==> src/rtl/core_pkg.sv <==
// Shared definitions for the multi-cycle RV32 subset control sequencer:
// legal major opcodes and the sequencer state encoding.
package core_pkg;

  localparam logic [6:0] OP_R      = 7'b0110011;
  localparam logic [6:0] OP_I      = 7'b0010011;
  localparam logic [6:0] OP_LOAD   = 7'b0000011;
  localparam logic [6:0] OP_STORE  = 7'b0100011;
  localparam logic [6:0] OP_BRANCH = 7'b1100011;

  typedef enum logic [2:0] {
    ST_FETCH  = 3'd0,
    ST_DECODE = 3'd1,
    ST_EXEC   = 3'd2,
    ST_MEM    = 3'd3,
    ST_WB     = 3'd4,
    ST_HALT   = 3'd7
  } ctrl_state_t;

  // True when the major opcode belongs to the supported subset.
  function automatic logic opcode_legal(input logic [6:0] op);
    return (op == OP_R) || (op == OP_I) || (op == OP_LOAD) ||
           (op == OP_STORE) || (op == OP_BRANCH);
  endfunction

endpackage

==> src/rtl/mem_wait_timer.sv <==
// Memory wait counter shared by the instruction-fetch and data-access
// phases. The counter is cleared whenever the sequencer changes state and
// advances once per cycle spent waiting for a ready. o_expire flags the
// last allowed wait cycle: a cycle with no ready while o_expire is high
// would take the count to MEM_TIMEOUT, so the sequencer halts instead.
module mem_wait_timer import core_pkg::*; #(
  parameter int unsigned MEM_TIMEOUT = 16
) (
  input  logic clk,
  input  logic rst_n,
  input  logic i_clear,
  input  logic i_count,
  output logic o_expire
);

  localparam logic [7:0] LP_LAST = 8'(MEM_TIMEOUT - 1);

  logic [7:0] r_cnt;

  // Wait counter: clear has priority over counting.
  always_ff @(posedge clk or negedge rst_n) begin
    if (!rst_n) begin
      r_cnt <= 8'd0;
    end else if (i_clear) begin
      r_cnt <= 8'd0;
    end else if (i_count) begin
      r_cnt <= r_cnt + 8'd1;
    end
  end

  assign o_expire = (r_cnt == LP_LAST);

endmodule

==> src/rtl/multicycle_ctrl.sv <==
// Multi-cycle control sequencer for the lab RV32 subset core.
// Fetches into an instruction register, steps EXEC/MEM/WB phases, owns the
// PC, and halts (sticky until reset) on an illegal opcode or memory timeout.
// Optional feature macro: MULTICYCLE_CTRL_PERF_EN adds cycle_cnt and
// instret_cnt performance counters.
//
// state  | meaning
// FETCH  | request instruction at pc, latch it on imem_ready
// DECODE | one cycle for the decoder to settle, opcode legality check
// EXEC   | resolve branch / pick MEM or WB by decoder class flags
// MEM    | data access, store completes here
// WB     | one-cycle register-file write strobe, pc += 4
// HALT   | sticky stop, all strobes low
module multicycle_ctrl import core_pkg::*; #(
  parameter logic [31:0] PC_RESET    = 32'h0000_0000,
  parameter int unsigned MEM_TIMEOUT = 16
) (
  input  logic        clk,
  input  logic        rst_n,
  output logic        imem_req,
  output logic [31:0] imem_addr,
  input  logic        imem_ready,
  input  logic [31:0] imem_rdata,
  output logic [31:0] instr,
  input  logic        load,
  input  logic        store,
  input  logic        br_eq,
  input  logic        br_nq,
  input  logic [31:0] imm,
  input  logic        alu_zero,
  output logic        dmem_req,
  output logic        dmem_we,
  input  logic        dmem_ready,
  output logic        rf_we,
  output logic [31:0] pc,
  output logic [2:0]  state,
  output logic        halt
`ifdef MULTICYCLE_CTRL_PERF_EN
  ,
  output logic [31:0] cycle_cnt,
  output logic [31:0] instret_cnt
`endif
);

  ctrl_state_t r_state;
  ctrl_state_t w_state_nxt;
  logic [31:0] r_pc;
  logic [31:0] w_pc_nxt;
  logic [31:0] r_instr;
  logic        r_run;
  logic        r_is_store;

  logic        w_instr_ld;
  logic        w_cls_ld;
  logic        w_wait_count;
  logic        w_wait_clear;
  logic        w_expire;
  logic        w_taken;
  logic [31:0] w_pc_plus4;
  logic [31:0] w_pc_branch;
  logic [31:0] w_imm_x2;

  assign w_pc_plus4  = r_pc + 32'd4;
  assign w_imm_x2    = imm << 1;
  assign w_pc_branch = r_pc + w_imm_x2;
  assign w_taken     = (br_eq & alu_zero) | (br_nq & ~alu_zero);

  // Any state change restarts the wait count, so FETCH and MEM each begin
  // with a fresh budget.
  assign w_wait_clear = (w_state_nxt != r_state);

  mem_wait_timer #(
    .MEM_TIMEOUT(MEM_TIMEOUT)
  ) u_wait_timer (
    .clk     (clk),
    .rst_n   (rst_n),
    .i_clear (w_wait_clear),
    .i_count (w_wait_count),
    .o_expire(w_expire)
  );

  // Next-state, next-PC and load-enable decode.
  always_comb begin
    w_state_nxt  = r_state;
    w_pc_nxt     = r_pc;
    w_instr_ld   = 1'b0;
    w_cls_ld     = 1'b0;
    w_wait_count = 1'b0;
    case (r_state)
      ST_FETCH: begin
        // r_run holds the request off for the first cycle after reset
        // release; ready outside a request is ignored.
        if (r_run) begin
          if (imem_ready) begin
            w_state_nxt = ST_DECODE;
            w_instr_ld  = 1'b1;
          end else if (w_expire) begin
            w_state_nxt = ST_HALT;
          end else begin
            w_wait_count = 1'b1;
          end
        end
      end
      ST_DECODE: begin
        w_state_nxt = opcode_legal(r_instr[6:0]) ? ST_EXEC : ST_HALT;
      end
      ST_EXEC: begin
        // Class is taken from the decoder flags, which may remap opcodes.
        if (br_eq | br_nq) begin
          w_pc_nxt    = w_taken ? w_pc_branch : w_pc_plus4;
          w_state_nxt = ST_FETCH;
        end else if (load | store) begin
          w_cls_ld    = 1'b1;
          w_state_nxt = ST_MEM;
        end else begin
          w_state_nxt = ST_WB;
        end
      end
      ST_MEM: begin
        if (dmem_ready) begin
          if (r_is_store) begin
            w_pc_nxt    = w_pc_plus4;
            w_state_nxt = ST_FETCH;
          end else begin
            w_state_nxt = ST_WB;
          end
        end else if (w_expire) begin
          w_state_nxt = ST_HALT;
        end else begin
          w_wait_count = 1'b1;
        end
      end
      ST_WB: begin
        w_pc_nxt    = w_pc_plus4;
        w_state_nxt = ST_FETCH;
      end
      ST_HALT: begin
        w_state_nxt = ST_HALT;
      end
      default: begin
        w_state_nxt = ST_HALT;
      end
    endcase
  end

  // State register.
  always_ff @(posedge clk or negedge rst_n) begin
    if (!rst_n) begin
      r_state <= ST_FETCH;
    end else begin
      r_state <= w_state_nxt;
    end
  end

  // PC, instruction register, store-class latch and fetch enable.
  always_ff @(posedge clk or negedge rst_n) begin
    if (!rst_n) begin
      r_pc       <= PC_RESET;
      r_instr    <= 32'd0;
      r_run      <= 1'b0;
      r_is_store <= 1'b0;
    end else begin
      r_pc  <= w_pc_nxt;
      r_run <= 1'b1;
      if (w_instr_ld) begin
        r_instr <= imem_rdata;
      end
      if (w_cls_ld) begin
        r_is_store <= store;
      end
    end
  end

  assign imem_req  = (r_state == ST_FETCH) & r_run;
  assign imem_addr = r_pc;
  assign instr     = r_instr;
  assign dmem_req  = (r_state == ST_MEM);
  assign dmem_we   = (r_state == ST_MEM) & r_is_store;
  assign rf_we     = (r_state == ST_WB);
  assign pc        = r_pc;
  assign state     = r_state;
  assign halt      = (r_state == ST_HALT);

`ifdef MULTICYCLE_CTRL_PERF_EN
  logic [31:0] r_cycle_cnt;
  logic [31:0] r_instret_cnt;
  logic        w_retire;

  assign w_retire = ((r_state == ST_EXEC) || (r_state == ST_MEM) ||
                     (r_state == ST_WB)) && (w_state_nxt == ST_FETCH);

  // Free-running cycle and retired-instruction counters, wrapping at 2^32.
  always_ff @(posedge clk or negedge rst_n) begin
    if (!rst_n) begin
      r_cycle_cnt   <= 32'd0;
      r_instret_cnt <= 32'd0;
    end else begin
      if (r_state != ST_HALT) begin
        r_cycle_cnt <= r_cycle_cnt + 32'd1;
      end
      if (w_retire) begin
        r_instret_cnt <= r_instret_cnt + 32'd1;
      end
    end
  end

  assign cycle_cnt   = r_cycle_cnt;
  assign instret_cnt = r_instret_cnt;
`endif

endmodule

==> config.mk <==
export PLATFORM = sky130hd
export DESIGN_NAME = multicycle_ctrl
export DESIGN_NICKNAME = d
export VERILOG_FILES = /design/src/rtl/core_pkg.sv /design/src/rtl/mem_wait_timer.sv /design/src/rtl/multicycle_ctrl.sv
export SDC_FILE = /design/constraint.sdc
export NUM_CORES = 1
export LEC_CHECK = 0
export BUFFER_PORTS_ARGS = -buffer_cell sky130_fd_sc_hd__buf_2
export CORE_ASPECT_RATIO = 1.25
export CORE_MARGIN = 4
export CORE_UTILIZATION = 43
export DETAILED_ROUTE_END_ITERATION = 8
export PLACE_DENSITY_LB_ADDON = 0.15
export SKIP_LAST_GASP = 1
export SYNTH_ARGS = -nofsm -noshare
export SYNTH_HDL_FRONTEND = slang
export SYNTH_SLANG_ARGS = --single-unit
export TNS_END_PERCENT = 100
==> constraint.sdc <==
create_clock -name clk -period 3.4 [get_ports clk]
set_input_delay 0 -clock clk [delete_from_list [all_inputs] [get_ports clk]]
set_output_delay 0 -clock clk [all_outputs]
set_load 0.05 [all_outputs]
==> flow_metrics.env <==
export IMPL_ys_seq_area_frac=0.326
export IMPL_finalSetupTns_ns=0
export IMPL_crit_start="imem_addr[8]"
export IMPL_gr_usage_all_layers=0.226
export IMPL_dp_cells=976
export IMPL_initial_core_util=0.439
export IMPL_clk_latency_ns=0.34
export IMPL_slew_violations=0
export IMPL_cts_resized=0
export IMPL_clock_path_buffers=2
export IMPL_min_period_ns=3.01
export IMPL_arrival_ns=3.27
export IMPL_finalClockSkew_ns=0.00929
export IMPL_required_ns=3.66
export IMPL_hold_violations=0
export IMPL_ir_worst_vdd_v=0.000205
export IMPL_synth_area_per_cell_um2=8.54
export IMPL_seqCellArea_um2=1900
export IMPL_status="complete, no violations"
export IMPL_cts_tree="yes"
export IMPL_port_buffers=173
export IMPL_core_area_um2=13300
export IMPL_wl_per_cell_um=17.5
export IMPL_hold_path_class="in -> reg"
export IMPL_fmax_ghz=0.332
export IMPL_rsz0062_at_grt="no"
export IMPL_post_cts_buffers=0
export IMPL_drt_iter0_markers=289
export IMPL_multi_input_area_um2=3500
export IMPL_relSlewSlack=0.325
export IMPL_max_cap_violations=0
export IMPL_cts_hold_buf=36
export IMPL_row_count=47
export IMPL_grt_start_max_net_pins=77
export IMPL_antenna_left=0
export IMPL_start_kind="flop"
export IMPL_finalCritPeriodShare=0.886
export IMPL_power_leakage_nw=3.54
export IMPL_reg2reg_from="imem_addr[8]"
export IMPL_grt_ovfl_total=0
export IMPL_postRouteWirelength_um=18000
export IMPL_die_w_um=112
export IMPL_nets=958
export IMPL_areaGrowthSynthToFinish_pct=25.1
export IMPL_vias=5740
export IMPL_dr_pass1_iters=5
export IMPL_via_per_inst=5.58
export IMPL_endpoint_kind="flop"
export IMPL_grt_pass1_wl_um=29200
export IMPL_final_cells=1028
export IMPL_design_die_area_um2=15500
export IMPL_worst_slew_pin_slew_ns=1.01
export IMPL_antenna_found_initial=0
export IMPL_drc=0
export IMPL_power_density_nw_per_um2=395
export IMPL_cts_root_buf="clkbuf_16"
export IMPL_numClockSinks=76
export IMPL_synth_edf_count=0
export IMPL_antennaDiodeCount=0
export IMPL_synthDistinctLibCells=71
export IMPL_die_y_um=138
export IMPL_synth_flop_cell="dfrtp_1"
export IMPL_ioPinCount=177
export IMPL_placed_cell_area_um2=6650
export IMPL_ys_async_sr_fraction=1.00
export IMPL_globalplace_congestion=0.927
export IMPL_first_global_vias=5863
export IMPL_path_clk_slew_ns=0.07
export IMPL_finalPower_mw=2.88
export IMPL_final_util=0.549
export IMPL_netlist_area_um2=5830
export IMPL_min_delay_start="dmem_ready"
export IMPL_place_hpwl_um=13500
export IMPL_setup_viol_count_final=0
export IMPL_yosys_warnings=0
export IMPL_htreeDepth=3
export IMPL_fill_cells=1245
export IMPL_worstSetupPathType="reg -> reg"
export IMPL_syn_inst=683
export IMPL_fin_area_um2=7300
export IMPL_path_max_fanout=8
export IMPL_drive_gt1_frac=0.293
export IMPL_ys_seq_elements=76
export IMPL_cts_made_buffers=9
## final timing paths
| check | endpoint | slack, ns | cells after the start |
|---|---|---|---|
| min in group asynchronous | r_is_store | 0.37 | 2 |
| hold reg to reg | imem_addr[31] | 0.50 | 1 |
| hold / removal | state[0] | 0.07 | 4 |
| max in group asynchronous | instr[1] | 2.36 | 2 |
| setup reg to reg | imem_addr[28] | 0.39 | 9 |
| setup / recovery | imem_addr[28] | 0.39 | 9 |
## stage by stage
stage | hold slack, ns | setup WS (ns)
floorplan | -0.296 | -0.00346
global placement | 0.217 | 0.472
detailed placement | 0.238 | 0.392
CTS | 0.0482 | 0.377
global route | 0.0850 | 0.211
finish | 0.0654 | 0.389
## synthesized netlist by cell type, types with 8 or more instances
| cell | instances | area, um2 |
|---|---|---|
| dfrtp_1 | 76 | 1900 |
| nor2_1 | 69 | 259 |
| a21oi_1 | 67 | 335 |
| nand2_1 | 58 | 218 |
| o21ai_0 | 35 | 175 |
| buf_4 | 33 | 248 |
| ha_1 | 32 | 400 |
| mux2_2 | 32 | 360 |
| xnor2_1 | 22 | 193 |
| nand3_1 | 21 | 105 |
| inv_1 | 19 | 71.3 |
| clkbuf_1 | 16 | 60.1 |
| nor3_1 | 15 | 75.1 |
| a21o_1 | 14 | 105 |
| nand4_1 | 13 | 81.3 |
| buf_2 | 11 | 55.1 |
| o22ai_1 | 11 | 68.8 |
| xor2_1 | 11 | 96.3 |
| and3_1 | 10 | 62.6 |
| o21bai_1 | 8 | 60.1 |
## where the power goes
group	internal (mW)	switching [mW]	leakage, nW
registers	0.935	0.0560	0.978
logic	0.325	0.622	2.42
clock network	0.514	0.430	0.141
total	1.77	1.11	3.54
## registers in the layout, summed over array words and instances (netlist names)
name                cells
instr                  32
imem_addr              31
u_wait_timer.r_cnt      8
state                   3
r_is_store              1
r_run                   1
## metal layers
metal | routed length, um | part of all wire | GRT usage
met1 | 7620 | 0.42 | 0.286
met2 | 9060 | 0.50 | 0.397
met3 | 1070 | 0.059 | 0.0337
met4 | 272 | 0.015 | 0.0652
met5 | 0 | 0 | 0
## critical path, stage by stage, from the launching register on
cell and delay, ns:
dfrtp_1 0.46, ha_1 0.43, a41oi_1 0.29, o221ai_1 0.20, a41oi_2 0.27, o31ai_2 0.12
a221o_2 0.40, a41oi_2 0.23, mux2_4 0.32, a211oi_2 0.21
## cell families (layout without fill, tap and decap cells)
| logic type | after synthesis | count (layout) | share of synthesized area |
|---|---|---|---|
| other | 2 | 3 | 0.00129 |
| AND/OR/NAND/NOR | 223 | 223 | 0.183 |
| XOR/XNOR | 33 | 33 | 0.0495 |
| adder cells (fa/ha/maj) | 33 | 33 | 0.0721 |
| flip-flops | 76 | 76 | 0.326 |
| buffers and inverters | 83 | 256 | 0.0772 |
| AO/OA/AOI/OAI | 196 | 196 | 0.220 |
| multiplexers | 37 | 37 | 0.0712 |
## placed cells by master, fill, tap and decap left out, drive strengths merged, types with 7 or more instances in the layout
master / n
nor4: 7
nand2: 58
buf: 185
dlygate4sd3: 36
and2: 7
o21ai: 36
xnor2: 22
o21bai: 8
clkbuf: 9
nor3: 17
dfrtp: 76
nor2: 69
nand3: 22
a211oi: 7
nand4: 13
a21o: 14
a21oi: 67
mux2: 33
xor2: 11
ha: 32
o22ai: 12
and3: 10
inv: 24
## final cells by class
cell class	instances	share of cell area
multi-input combinational	525	0.480
sequential	76	0.261
timing repair buffer	221	0.181
clock buffer	9	0.0309
tap	171	0.0293
inverter	19	0.00977
clock inverter	7	0.00892
Note: power is estimated with default switching activity, not from simulation.
